$ cat src/rtl/button_event_arbiter.sv
// button_event_arbiter
// Latches rising edges from N debounced button lines as pending flags and
// serialises them, round-robin, into a one-entry event register with a
// valid/ready output. Lost events (a new edge on a line that still has an
// ungranted pending flag) set sticky per-line ovf bits.
//
// Handshake: evt_valid/evt_id/evt_rel describe the event in the slot; the
// event is consumed on a rising clk edge where evt_valid && evt_ready. While
// evt_valid && !evt_ready the payload holds stable and nothing is granted.
//
// Optional feature: define BUTTON_EVT_RELEASE_EN to also report falling
// edges as release events (evt_rel=1). Without it evt_rel is tied to 0.
module button_event_arbiter #(
  parameter int N   = 4,
  parameter int IDW = 2
) (
  input  logic           clk,
  input  logic           rst,
  input  logic [N-1:0]   btn,
  output logic           evt_valid,
  output logic [IDW-1:0] evt_id,
  output logic           evt_rel,
  input  logic           evt_ready,
  output logic [N-1:0]   pending,
  output logic [N-1:0]   ovf,
  input  logic           ovf_clr
);

`ifdef BUTTON_EVT_RELEASE_EN
  localparam int R = 2 * N;
`else
  localparam int R = N;
`endif
  localparam int PW = $clog2(R);

  logic [N-1:0]   btn_q;
  logic [N-1:0]   rise;
  logic [N-1:0]   press_gnt;
  logic [N-1:0]   press_lost;
  logic [N-1:0]   rel_lost;
  logic [R-1:0]   req;
  logic [R-1:0]   gnt_vec;
  logic [PW-1:0]  rr_ptr;
  logic [PW-1:0]  gnt_idx;
  logic [PW-1:0]  rr_next;
  logic [IDW-1:0] gnt_id;
  logic           gnt_rel;
  logic           gnt_any;
  logic           slot_free;
  logic           grant;

  assign rise      = btn & ~btn_q;
  assign slot_free = !evt_valid || evt_ready;
  assign grant     = slot_free && gnt_any;
  assign press_gnt = gnt_vec[N-1:0];
  // A rise on a line whose flag is still set and not being granted is lost.
  assign press_lost = rise & pending & ~press_gnt;

`ifdef BUTTON_EVT_RELEASE_EN
  logic [N-1:0] fall;
  logic [N-1:0] rel_pending;
  logic [N-1:0] rel_gnt;

  assign fall     = ~btn & btn_q;
  assign rel_gnt  = gnt_vec[R-1:N];
  assign rel_lost = fall & rel_pending & ~rel_gnt;
  // Request order: press0..pressN-1, rel0..relN-1.
  assign req      = {rel_pending, pending};

  // Release flags follow the same set/clear rules as the press flags.
  always_ff @(posedge clk) begin
    if (rst) begin
      rel_pending <= '0;
    end else begin
      rel_pending <= (rel_pending & ~rel_gnt) | fall;
    end
  end

  // Release indication travels with the granted event.
  always_ff @(posedge clk) begin
    if (rst) begin
      evt_rel <= 1'b0;
    end else if (grant) begin
      evt_rel <= gnt_rel;
    end
  end
`else
  assign rel_lost = '0;
  assign req      = pending;
  assign evt_rel  = 1'b0;
`endif

  // Round-robin scan: first request at or above rr_ptr, wrapping modulo R.
  always_comb begin : scan
    int idx;
    int gi;
    idx     = 0;
    gi      = 0;
    gnt_any = 1'b0;
    gnt_idx = '0;
    gnt_vec = '0;
    for (int k = 0; k < R; k++) begin
      idx = int'(rr_ptr) + k;
      if (idx >= R) idx = idx - R;
      if (!gnt_any && req[idx]) begin
        gnt_any = 1'b1;
        gnt_idx = PW'(idx);
      end
    end
    if (grant) gnt_vec[gnt_idx] = 1'b1;
    rr_next = (gnt_idx == PW'(R - 1)) ? '0 : gnt_idx + PW'(1);
    gi      = int'(gnt_idx);
    gnt_rel = (gi >= N);
    gnt_id  = IDW'((gi >= N) ? gi - N : gi);
  end

  // Edge capture, pending/overflow bookkeeping and the one-entry event slot.
  always_ff @(posedge clk) begin
    if (rst) begin
      btn_q     <= '0;
      pending   <= '0;
      ovf       <= '0;
      rr_ptr    <= '0;
      evt_valid <= 1'b0;
      evt_id    <= '0;
    end else begin
      btn_q   <= btn;
      pending <= (pending & ~press_gnt) | rise;
      // A new loss in the same cycle as ovf_clr survives the clear.
      ovf     <= (ovf_clr ? '0 : ovf) | press_lost | rel_lost;
      if (slot_free) begin
        evt_valid <= gnt_any;
        if (gnt_any) begin
          evt_id <= gnt_id;
          rr_ptr <= rr_next;
        end
      end
    end
  end

endmodule

$ cat config.mk
export PLATFORM = sky130hd
export DESIGN_NAME = button_event_arbiter
export DESIGN_NICKNAME = d
export VERILOG_FILES = /design/src/rtl/button_event_arbiter.sv
export SDC_FILE = /design/constraint.sdc
export NUM_CORES = 1
export LEC_CHECK = 0
export CAP_MARGIN = 15
export CELL_PAD_IN_SITES_DETAIL_PLACEMENT = 1
export CELL_PAD_IN_SITES_GLOBAL_PLACEMENT = 1
export CORE_MARGIN = 1
export CORE_UTILIZATION = 39
export CTS_BUF_LIST = sky130_fd_sc_hd__clkbuf_16
export DETAILED_ROUTE_END_ITERATION = 7
export DONT_BUFFER_PORTS = 1
export GPL_TIMING_DRIVEN = 0
export PLACE_DENSITY = 0.69
export SYNTH_ARGS = -nofsm -noshare
export SYNTH_HDL_FRONTEND = slang
export SYNTH_SLANG_ARGS = --single-unit
$ cat constraint.sdc
create_clock -name clk -period 1.57 [get_ports clk]
set_clock_uncertainty 0.05 [all_clocks]
set_input_delay 0.2355 -clock clk [delete_from_list [all_inputs] [get_ports clk]]
set_output_delay 0.2355 -clock clk [all_outputs]
set_load 0.02 [all_outputs]
==> metrics.yaml <==
num_vias: 668
avgSynthCellArea_um2: 8.91
die-area_um2: 2220
powerDensity_nw_per_um2: 1360
ys_ff_latch: 17
synth_adder_area_share_pct: 6.31
synth-simple-area-share_pct: 28.5
antenna_found_initial: 0
synthCells: 89
ys_warn_count: 0
yosys.area.top_type: "dfxtp_1"
netlist.area_leader.share_pct: 42.9
fin_crit_ns: 1.87
max_freq_mhz: 534
cpMaxStageDelayCell: "dfxtp_4"
synth_cell_types: 26
rsz0062_at_grt: "true"
irDropWorstVdd_mv: 0.872
critical_path_class: "reg -> reg"
timing.final.ws_setup_ns: -0.301
nFillCells: 202
synth_ff_type: "dfxtp_1"
ff2ff_setup_slack_ns: -0.30
status: "finished, violations left"
hold_path.class: "in -> reg"
syn_nets: 101
cp_slowest_stage_delay_ns: 0.36
synth_area_um2: 793
r2r_end: "ovf[3]$_SDFF_PP0_"
tightestPinTransition_ns: 0.606
r2r-start: "pending[0]$_SDFF_PP0_"
layout-drive-gt1-share_pct: 37.4
cts_tree: "done"
yosysMostFrequentCell: "dfxtp_1"
crit_required_ns: 1.64
fin_crit_sh_pct: 119
ant_nets: 0
port_buffers: 0
syn_to_final_growth_pct: 34.5
clk_latency_ns: 0.25
root_buffer: "clkbuf_16"
crit_arrival_ns: 1.94
drt-initial-drc-count: 5
start_kind: "flip-flop"
cp_common_cell: "nor2_1"
core_area_um2: 1820
start_util_pct: 43.6
synth_commonest_cells: "dfxtp_1, a21oi_1, nor2_1, nor2b_1"
drt_wl_total_mm: 1.98
yosys.area_share.xor_xnor_pct: 0
rows: 15
worstPathMaxFanout: 6
critical_path.endpoint_type: "flip-flop"
diodes: 0
synth_compound_area_share_pct: 13.6
grt_max_degree: 11
setup_tns_ns: -2.83
first_pass_iters: 3
failed_checks: "negative setup slack"
drv_slew: 0
ys_async_sr_fraction_pct: 0
clock_path_buffers: 2
die_h_um: 47.1
synth_top_family_by_area: "simple AND/OR/NAND/NOR gates"
hold_buffers: 0
grt_pass1_wl_mm: 2.98
min_from: "btn[3]"
maxCapViolations: 0
die_w_um: 47.1
setup_viol: 12
routabilityCongestion: 0.700
worst_hold_slack_ns: 0.0687
post-route-drc-count: 0
ff2ff_path_depth: 9
htreeDepth: 1
synth-edff-count: 0
ys_top_cells_by_area: "dfxtp_1, a21oi_1, ha_1"
maxSlewHeadroom_pct: 59.2
grt_overflow: 0
synthMuxAreaShare_pct: 2.52
yosysSeqAreaShare_pct: 42.9
path_cells: "buf_6 -> mux2i_1 -> nor2_1 -> or2_1 -> nor3_4 -> ha_4 -> nand2_2 -> a32oi_2 -> nor2_1"
min_path_cells: 1
grt_usage_pct: 20.0
pin_count: 20
cts.sinks: 17
dp.final_hpwl_mm: 1.25
routedWlPerCell_um: 16.0
grt_pass1_vias: 685
cts_buffers: 3
avgViaCountPerCell: 5.39
nNetsFinal: 112
hold_violations: 0
whs_endpoint: "btn_q[3]$_SDFF_PP0_"
clk_pin_slew_worst_paths_ns: 0.05
p_leak_nw: 0.410
[power by group]
group | total, mW | internal [mW] | switching [mW]
Clock | 0.500 | 0.340 | 0.159
Combinational | 0.383 | 0.184 | 0.200
Sequential | 0.573 | 0.481 | 0.0916
[registers in the layout (all words and copies together), names as in the netlist]
register and count:
btn_q 4, evt_id 2, evt_valid 1, ovf 4, pending 4, rr_ptr 2
[layout make-up]
cell class | count | area, um2 | share of cell area (%)
clock buffers | 3 | 75.1 | 7.03
plain buffers | 5 | 33.8 | 3.17
flip-flops and latches | 17 | 352 | 32.9
well taps | 25 | 31.3 | 2.93
inverters | 3 | 11.3 | 1.06
multi-input cells | 64 | 510 | 47.8
clock inverters | 1 | 5.00 | 0.469
repair buffers | 6 | 48.8 | 4.57
[per-layer routing]
layer	share of wire (%)	GRT usage [%]
met4	1.7	8.57
met5	0	0
met2	48	36.1
met1	44	21.0
met3	6.1	6.92
[cell usage in the layout (no fill, tap or decap), drive strengths merged]
cell    count
a21oi      12
a311oi      1
a32oi       1
buf         9
clkbuf      5
clkinv      1
conb        1
dfxtp      17
ha          4
inv         3
mux2i       2
nand2       7
nand2b      6
nand3b      2
nand4b      3
nor2        8
nor2b       8
nor3        2
nor4        1
o21a        1
o22ai       1
o31ai       1
o41ai       1
or2         1
or4         1
[per-stage QoR]
step	cells	total power [mW]	setup WS (ns)	utilization, %	instance area [um2]
final	124	1.46	-0.301	58.6	1070
after CTS	122	1.38	-0.274	53.5	973
after global placement	114	0.810	-0.257	46.3	842
after global routing	124	1.53	-0.445	58.6	1070
after floorplan	89	0.761	-0.0893	-	811
after detailed placement	114	0.820	-0.293	46.3	842
[worst max-delay path by stage]
stage	startpoint	endpoint	slack, ns	cells past startpoint
final	pending[0]$_SDFF_PP0_	ovf[3]$_SDFF_PP0_	-0.30	9
after global placement	pending[3]$_SDFF_PP0_	ovf[3]$_SDFF_PP0_	-0.26	8
after floorplan	pending[0]$_SDFF_PP0_	ovf[3]$_SDFF_PP0_	-0.09	9
after global routing	rr_ptr[1]$_SDFFE_PP0P_	ovf[3]$_SDFF_PP0_	-0.44	8
after CTS	pending[0]$_SDFF_PP0_	ovf[3]$_SDFF_PP0_	-0.27	9
after detailed placement	rr_ptr[1]$_SDFFE_PP0P_	ovf[3]$_SDFF_PP0_	-0.29	8
[repair_timing]
item                                    in CTS  in global routing
gates resized for setup                      8                 16
setup buffers                                4                  2
pin swaps                                    1                 11
endpoints found under the setup margin       9                 12
[kinds of logic (layout without fill, tap and decap cells)]
family,after synthesis,count (layout)
simple gates,39,39
compound gates,18,18
flops,17,17
buf+inv,8,18
fa+ha+maj,4,4
mux,2,2
other cells,1,1
[worst max-delay path, delay by kind of cell, from the launching register on]
family	cells	cell delay, ns
multiplexers	1	0.12
flip-flops	1	0.36
buffers and inverters	1	0.13
AO/OA/AOI/OAI	1	0.17
adder cells (fa/ha/maj)	1	0.17
AND/OR/NAND/NOR	5	0.74
Note: power is estimated with default switching activity, not from simulation.
